$ cat src/rtl/proc_ctrl_pkg.sv
// +----------------------------------------------------------------------------+
// | proc_ctrl_pkg                                                              |
// | Opcode constants, ALU select codes and FSM state encodings for the lab     |
// | processor control unit.                                                    |
// | Rev 1.0 - initial release                                                  |
// +----------------------------------------------------------------------------+
`default_nettype none

package proc_ctrl_pkg;

  localparam logic [3:0] c_op_noop  = 4'd0;
  localparam logic [3:0] c_op_store = 4'd1;
  localparam logic [3:0] c_op_load  = 4'd2;
  localparam logic [3:0] c_op_add   = 4'd3;
  localparam logic [3:0] c_op_sub   = 4'd4;
  localparam logic [3:0] c_op_halt  = 4'd5;
  localparam logic [3:0] c_op_jmpz  = 4'd6;

  localparam logic [2:0] c_alu_pass = 3'd0;
  localparam logic [2:0] c_alu_add  = 3'd1;
  localparam logic [2:0] c_alu_sub  = 3'd2;

  typedef enum logic [3:0] {
    S_INIT   = 4'd0,
    S_FETCH  = 4'd1,
    S_DECODE = 4'd2,
    S_NOOP   = 4'd3,
    S_LOAD_A = 4'd4,
    S_LOAD_B = 4'd5,
    S_STORE  = 4'd6,
    S_ADD    = 4'd7,
    S_SUB    = 4'd8,
    S_HALT   = 4'd9,
    S_JMPZ   = 4'd10
  } state_t;

endpackage

`default_nettype wire

$ cat src/rtl/proc_controller_param.sv
// +----------------------------------------------------------------------------+
// | proc_controller_param                                                      |
// | Parametrised control FSM: fetch handshake, decode, multi-cycle load,       |
// | illegal-opcode trap. Optional conditional jump under PROC_CTRL_JMPZ_EN.    |
// | Rev 1.0 - initial release                                                  |
// +----------------------------------------------------------------------------+
`default_nettype none

module proc_controller_param
  import proc_ctrl_pkg::*;
#(
  parameter int RF_ADDR_W   = 4,
  parameter int MEM_LATENCY = 1,
  localparam int ADDR_W     = 2 * RF_ADDR_W,
  localparam int INSTR_W    = 4 + 3 * RF_ADDR_W
) (
  input  logic                 clock,
  input  logic                 reset_n,
  input  logic [INSTR_W-1:0]   instruction,
  input  logic                 i_ready,
  output logic                 ld,
  output logic                 pc_clr,
  output logic                 pc_up,
  output logic [ADDR_W-1:0]    d_addr,
  output logic                 d_wr,
  output logic                 rf_s,
  output logic [RF_ADDR_W-1:0] rf_w_addr,
  output logic                 rf_w_wr,
  output logic [RF_ADDR_W-1:0] rf_ra_addr,
  output logic                 rf_ra_rd,
  output logic [RF_ADDR_W-1:0] rf_rb_addr,
  output logic                 rf_rb_rd,
  output logic [2:0]           alu_s0,
  output logic [3:0]           state_o,
  output logic                 halted,
`ifdef PROC_CTRL_JMPZ_EN
  input  logic                 ra_zero,
  output logic                 pc_ld,
  output logic [ADDR_W-1:0]    pc_target,
`endif
  output logic                 illegal_op
);

  localparam int CNT_W = (MEM_LATENCY > 1) ? $clog2(MEM_LATENCY) : 1;
  localparam logic [CNT_W-1:0] c_lat_last = CNT_W'(MEM_LATENCY - 1);

  state_t             r_state;
  logic               r_illegal;
  logic [CNT_W-1:0]   r_lat_cnt;

  logic [3:0]           w_opcode;
  logic [RF_ADDR_W-1:0] w_fa;
  logic [RF_ADDR_W-1:0] w_fb;
  logic [RF_ADDR_W-1:0] w_fw;
  logic [ADDR_W-1:0]    w_ld_addr;
  logic [ADDR_W-1:0]    w_st_addr;

  assign w_opcode  = instruction[INSTR_W-1 -: 4];
  assign w_fa      = instruction[INSTR_W-5 -: RF_ADDR_W];
  assign w_fb      = instruction[2*RF_ADDR_W-1 -: RF_ADDR_W];
  assign w_fw      = instruction[RF_ADDR_W-1:0];
  assign w_ld_addr = instruction[3*RF_ADDR_W-1:RF_ADDR_W];
  assign w_st_addr = instruction[2*RF_ADDR_W-1:0];

  assign state_o    = r_state;
  assign illegal_op = r_illegal;

  always_ff @(posedge clock or negedge reset_n) begin
    if (!reset_n) begin
      r_state   <= S_INIT;
      r_illegal <= 1'b0;
      r_lat_cnt <= '0;
    end else begin
      case (r_state)
        S_INIT:   r_state <= S_FETCH;
        S_FETCH:  if (i_ready) r_state <= S_DECODE;
        S_DECODE: begin
          case (w_opcode)
            c_op_noop:  r_state <= S_NOOP;
            c_op_store: r_state <= S_STORE;
            c_op_load:  r_state <= S_LOAD_A;
            c_op_add:   r_state <= S_ADD;
            c_op_sub:   r_state <= S_SUB;
            c_op_halt:  r_state <= S_HALT;
`ifdef PROC_CTRL_JMPZ_EN
            c_op_jmpz:  r_state <= S_JMPZ;
`else
            c_op_jmpz: begin
              r_illegal <= 1'b1;
              r_state   <= S_HALT;
            end
`endif
            default: begin
              r_illegal <= 1'b1;
              r_state   <= S_HALT;
            end
          endcase
        end
        S_NOOP:   r_state <= S_FETCH;
        // Memory read data is valid once MEM_LATENCY cycles have elapsed in LOAD_A
        S_LOAD_A: begin
          if (r_lat_cnt == c_lat_last) begin
            r_lat_cnt <= '0;
            r_state   <= S_LOAD_B;
          end else begin
            r_lat_cnt <= r_lat_cnt + CNT_W'(1);
          end
        end
        S_LOAD_B: r_state <= S_FETCH;
        S_STORE:  r_state <= S_FETCH;
        S_ADD:    r_state <= S_FETCH;
        S_SUB:    r_state <= S_FETCH;
        S_HALT:   r_state <= S_HALT;
`ifdef PROC_CTRL_JMPZ_EN
        S_JMPZ:   r_state <= S_FETCH;
`endif
        default:  r_state <= S_INIT;
      endcase
    end
  end

  always_comb begin
    ld         = 1'b0;
    pc_clr     = 1'b0;
    pc_up      = 1'b0;
    d_addr     = '0;
    d_wr       = 1'b0;
    rf_s       = 1'b0;
    rf_w_addr  = '0;
    rf_w_wr    = 1'b0;
    rf_ra_addr = '0;
    rf_ra_rd   = 1'b0;
    rf_rb_addr = '0;
    rf_rb_rd   = 1'b0;
    alu_s0     = c_alu_pass;
    halted     = 1'b0;
`ifdef PROC_CTRL_JMPZ_EN
    pc_ld      = 1'b0;
    pc_target  = '0;
`endif
    case (r_state)
      S_INIT:  pc_clr = 1'b1;
      S_FETCH: begin
        ld    = i_ready;
        pc_up = i_ready;
      end
      S_LOAD_A, S_LOAD_B: begin
        d_addr    = w_ld_addr;
        rf_s      = 1'b1;
        rf_w_addr = w_fw;
        rf_w_wr   = (r_state == S_LOAD_B);
      end
      S_STORE: begin
        d_addr     = w_st_addr;
        d_wr       = 1'b1;
        rf_ra_addr = w_fa;
        rf_ra_rd   = 1'b1;
      end
      S_ADD, S_SUB: begin
        rf_ra_addr = w_fa;
        rf_ra_rd   = 1'b1;
        rf_rb_addr = w_fb;
        rf_rb_rd   = 1'b1;
        rf_w_addr  = w_fw;
        rf_w_wr    = 1'b1;
        alu_s0     = (r_state == S_ADD) ? c_alu_add : c_alu_sub;
      end
      S_HALT:  halted = 1'b1;
`ifdef PROC_CTRL_JMPZ_EN
      S_JMPZ: begin
        rf_ra_addr = w_fa;
        rf_ra_rd   = 1'b1;
        if (ra_zero) begin
          pc_ld     = 1'b1;
          pc_target = w_st_addr;
        end
      end
`endif
      default: ;
    endcase
  end

endmodule

`default_nettype wire
$ cat config.mk
export PLATFORM = sky130hd
export DESIGN_NAME = proc_controller_param
export DESIGN_NICKNAME = d
export VERILOG_FILES = /design/src/rtl/proc_ctrl_pkg.sv /design/src/rtl/proc_controller_param.sv
export SDC_FILE = /design/constraint.sdc
export NUM_CORES = 1
export LEC_CHECK = 0
export ABC_AREA = 1
export CAP_MARGIN = 25
export CORE_MARGIN = 1.5
export CORE_UTILIZATION = 31
export CTS_CLUSTER_DIAMETER = 150
export DETAILED_ROUTE_END_ITERATION = 10
export PLACE_DENSITY = 0.93
export SYNTH_ARGS = -nofsm -noshare
export SYNTH_HDL_FRONTEND = slang
export SYNTH_SLANG_ARGS = --single-unit
$ cat constraint.sdc
create_clock -name clock -period 3.62 [get_ports clock]
set_clock_uncertainty 0.1 [all_clocks]
set_input_delay 0.905 -clock clock [delete_from_list [all_inputs] [get_ports clock]]
set_output_delay 0.905 -clock clock [all_outputs]
set_load 0.1 [all_outputs]
==> flow_summary.json <==
{
  "path_cells": "clkdlybuf4s50_1 > inv_1 > a21oi_1 > buf_12",
  "vias_per_cell": 4.784,
  "cap_violations": 0,
  "drt_iter0_markers": 13,
  "root_buffer": "clkbuf_4",
  "area_growth_pct": 131.9,
  "multi_input_area_sq_um": 404.1,
  "synth_cell_type_count": 19,
  "power.share.combinational_pct": 84.7,
  "fin_util_pct": 79.58,
  "yosysSeqAreaShare_pct": 20.45,
  "async_flop_share_pct": 100.0,
  "cp_max_fo": 3,
  "n_fill_cell": 110,
  "syn_nets": 133,
  "yosysWarnings": 0,
  "critPathCaptureType": "output pin",
  "leakagePower_nw": 0.7802,
  "die_area_sq_um": 2249,
  "cts_hold_buf": 0,
  "pin_count": 56,
  "swShare_pct": 68.83,
  "critPathMaxStageDelay_ns": 0.45,
  "rsz0062_at_grt": "no",
  "place_congestion": 0.7643,
  "clock-sinks": 5,
  "synth_flop_cell": "dfrtp_1",
  "start_util_pct": 34.32,
  "clk_pin_slew_ns": 0.05,
  "yosysTopAreaCellShare_pct": 22.70,
  "post_cts_buffers": 0,
  "period_minus_slack_ns": 2.957,
  "die_height_um": 47.43,
  "worst_slack_ns": 0.6627,
  "avgSynthCellArea_sq_um": 5.367,
  "yosys.area.top_type": "nand2_1",
  "outcome": "finished, final reports clean",
  "clkPwrFrac_pct": 5.2,
  "wl_per_cell_um": 13.32,
  "cts_tree": "done",
  "fin_crit_sh_pct": 81.69,
  "port_buffers": 54,
  "hold_viol_final": 0,
  "yosysMostFrequentCell": "nand2_1",
  "diodes": 0,
  "crit_path_top_delay_cell": "clkdlybuf4s50_1",
  "syn_area_sq_um": 611.8,
  "cts_resized": 0,
  "grt_pass1_vias": 850,
  "antenna_left": 0,
  "clockBufferDepth": 2,
  "worstPathArrival_ns": 1.95,
  "p_int_w": 0.0003899,
  "worstHoldPathType": "register to register",
  "overflow": 0,
  "wl_mm": 2.585,
  "synth_edf_count": 0,
  "first_pass_iters": 4,
  "max_freq_mhz": 338.1,
  "synth_cells": 114,
  "rrSetupSlack_ns": 2.31,
  "ir_drop_mv": 0.6420,
  "ys_top_cells_by_count": "37 x nand2_1, 23 x inv_1, 10 x o21ai_1, 9 x nor2_1",
  "synth_area_leaders": "nand2_1 23%, dfrtp_1 20%, inv_1 14%",
  "regArea_sq_um": 126.4,
  "startpoint_type": "input pin",
  "powerDensity_nw_per_um2": 881.6,
  "grt_usage_pct": 23.84,
  "ys_ff_latch": 5,
  "grt_pass1_wl_mm": 3.726,
  "post-route-drc-count": 0,
  "report.final.slew_viol_count": 0,
  "htree_levels": 1,
  "clock_latency_ns": 0.25,
  "setup_violations": 0,
  "cts_buffers": 3,
  "fin_nets": 189,
  "seq_power_share_pct": 10.1,
  "switching_power_w": 0.0008610,
  "vias": 928,
  "antenna_found_initial": 0,
  "critPathKind": "input pin to output pin",
  "worstPathRequired_ns": 2.61,
  "die_width_um": 47.43,
  "tns_ns": 0,
  "row_count": 15,
  "dp_hpwl_mm": 2.310,
  "pre_cts_ws_ns": 0.6652,
  "path_delay_family": "buffers and inverters",
  "core_region_area_sq_um": 1783,
  "drive_gt1_share_pct": 36.69,
  "grt_start_max_net_pins": 11,
  "cp_num_buf_inv": 3
}
[cells by family (layout without fill, tap and decap cells)]
kind of cell	Yosys count	after routing	share of synthesized area [%]
and+or+nand+nor	60	60	44.17
buffers and inverters	31	86	20.45
AOI/OAI and AO/OA	17	17	14.31
DFF	5	5	20.45
other	1	1	0.6129
[stage by stage]
stage / area (sq um) / hold WS (ns) / power, W / instances
2_1_floorplan: 655.6 / 0.5094 / 0.0008964 / 114
3_3_place_gp: 1393 / 0.3660 / 0.001163 / 190
3_5_place_dp: 1393 / 0.3894 / 0.001187 / 190
4_1_cts: 1419 / 0.4073 / 0.001255 / 194
5_1_grt: 1419 / 0.4111 / 0.001296 / 194
6_report: 1419 / 0.3945 / 0.001251 / 194
[final cells by class]
class / count / area share (%)
timing repair buffer: 54 / 51.15
multi-input combinational: 78 / 28.48
sequential: 5 / 8.907
tap: 25 / 2.205
inverter: 28 / 7.407
clock buffer: 4 / 1.852
[worst paths after layout]
check,from,end,depth (start not counted)
min in group asynchronous,reset_n,illegal_op,1
max,instruction[4],rf_rb_addr[0],4
max in group asynchronous,reset_n,state_o[0],1
min reg2reg,illegal_op,illegal_op,1
min,illegal_op,illegal_op,1
max reg2reg,state_o[1],state_o[0],5
[cell usage in the layout (no fill, tap or decap)]
master	n
nand2_2	1
nor2_4	1
nand3_1	5
conb_1	1
o21ai_1	2
nand4_2	1
o21ai_2	8
o21bai_1	1
nand3_2	3
nor2_2	2
dfrtp_1	4
nor3_2	1
nand2_1	37
dfrtp_2	1
inv_2	5
clkdlybuf4s50_1	18
clkbuf_1	1
buf_4	14
nor2_1	8
inv_1	23
clkbuf_4	3
buf_12	22
a21oi_1	5
o21ai_0	1
nand4_1	1
[per-layer routing]
metal,global-route usage (%),up-vias,part of all wire (%)
li1,-,454,-
met2,48.65,52,54
met3,5.283,4,10
met4,10.00,0,1.5
met1,21.94,418,34
met5,0,-,0
[power by group through the flow]
stage                     Sequential [W]  Combinational, W  Clock (W)
final                           0.000126           0.00106  0.0000654
after CTS                       0.000125           0.00106  0.0000673
after floorplan                 0.000275          0.000621          0
after global routing            0.000130           0.00110  0.0000681
after global placement          0.000121           0.00104          0
after detailed placement        0.000125           0.00106          0
[sequential cells by signal, summed over array words and instances, names as in the netlist]
signal      cells
state_o         4
illegal_op      1
Power figures use the tool's default switching activity.
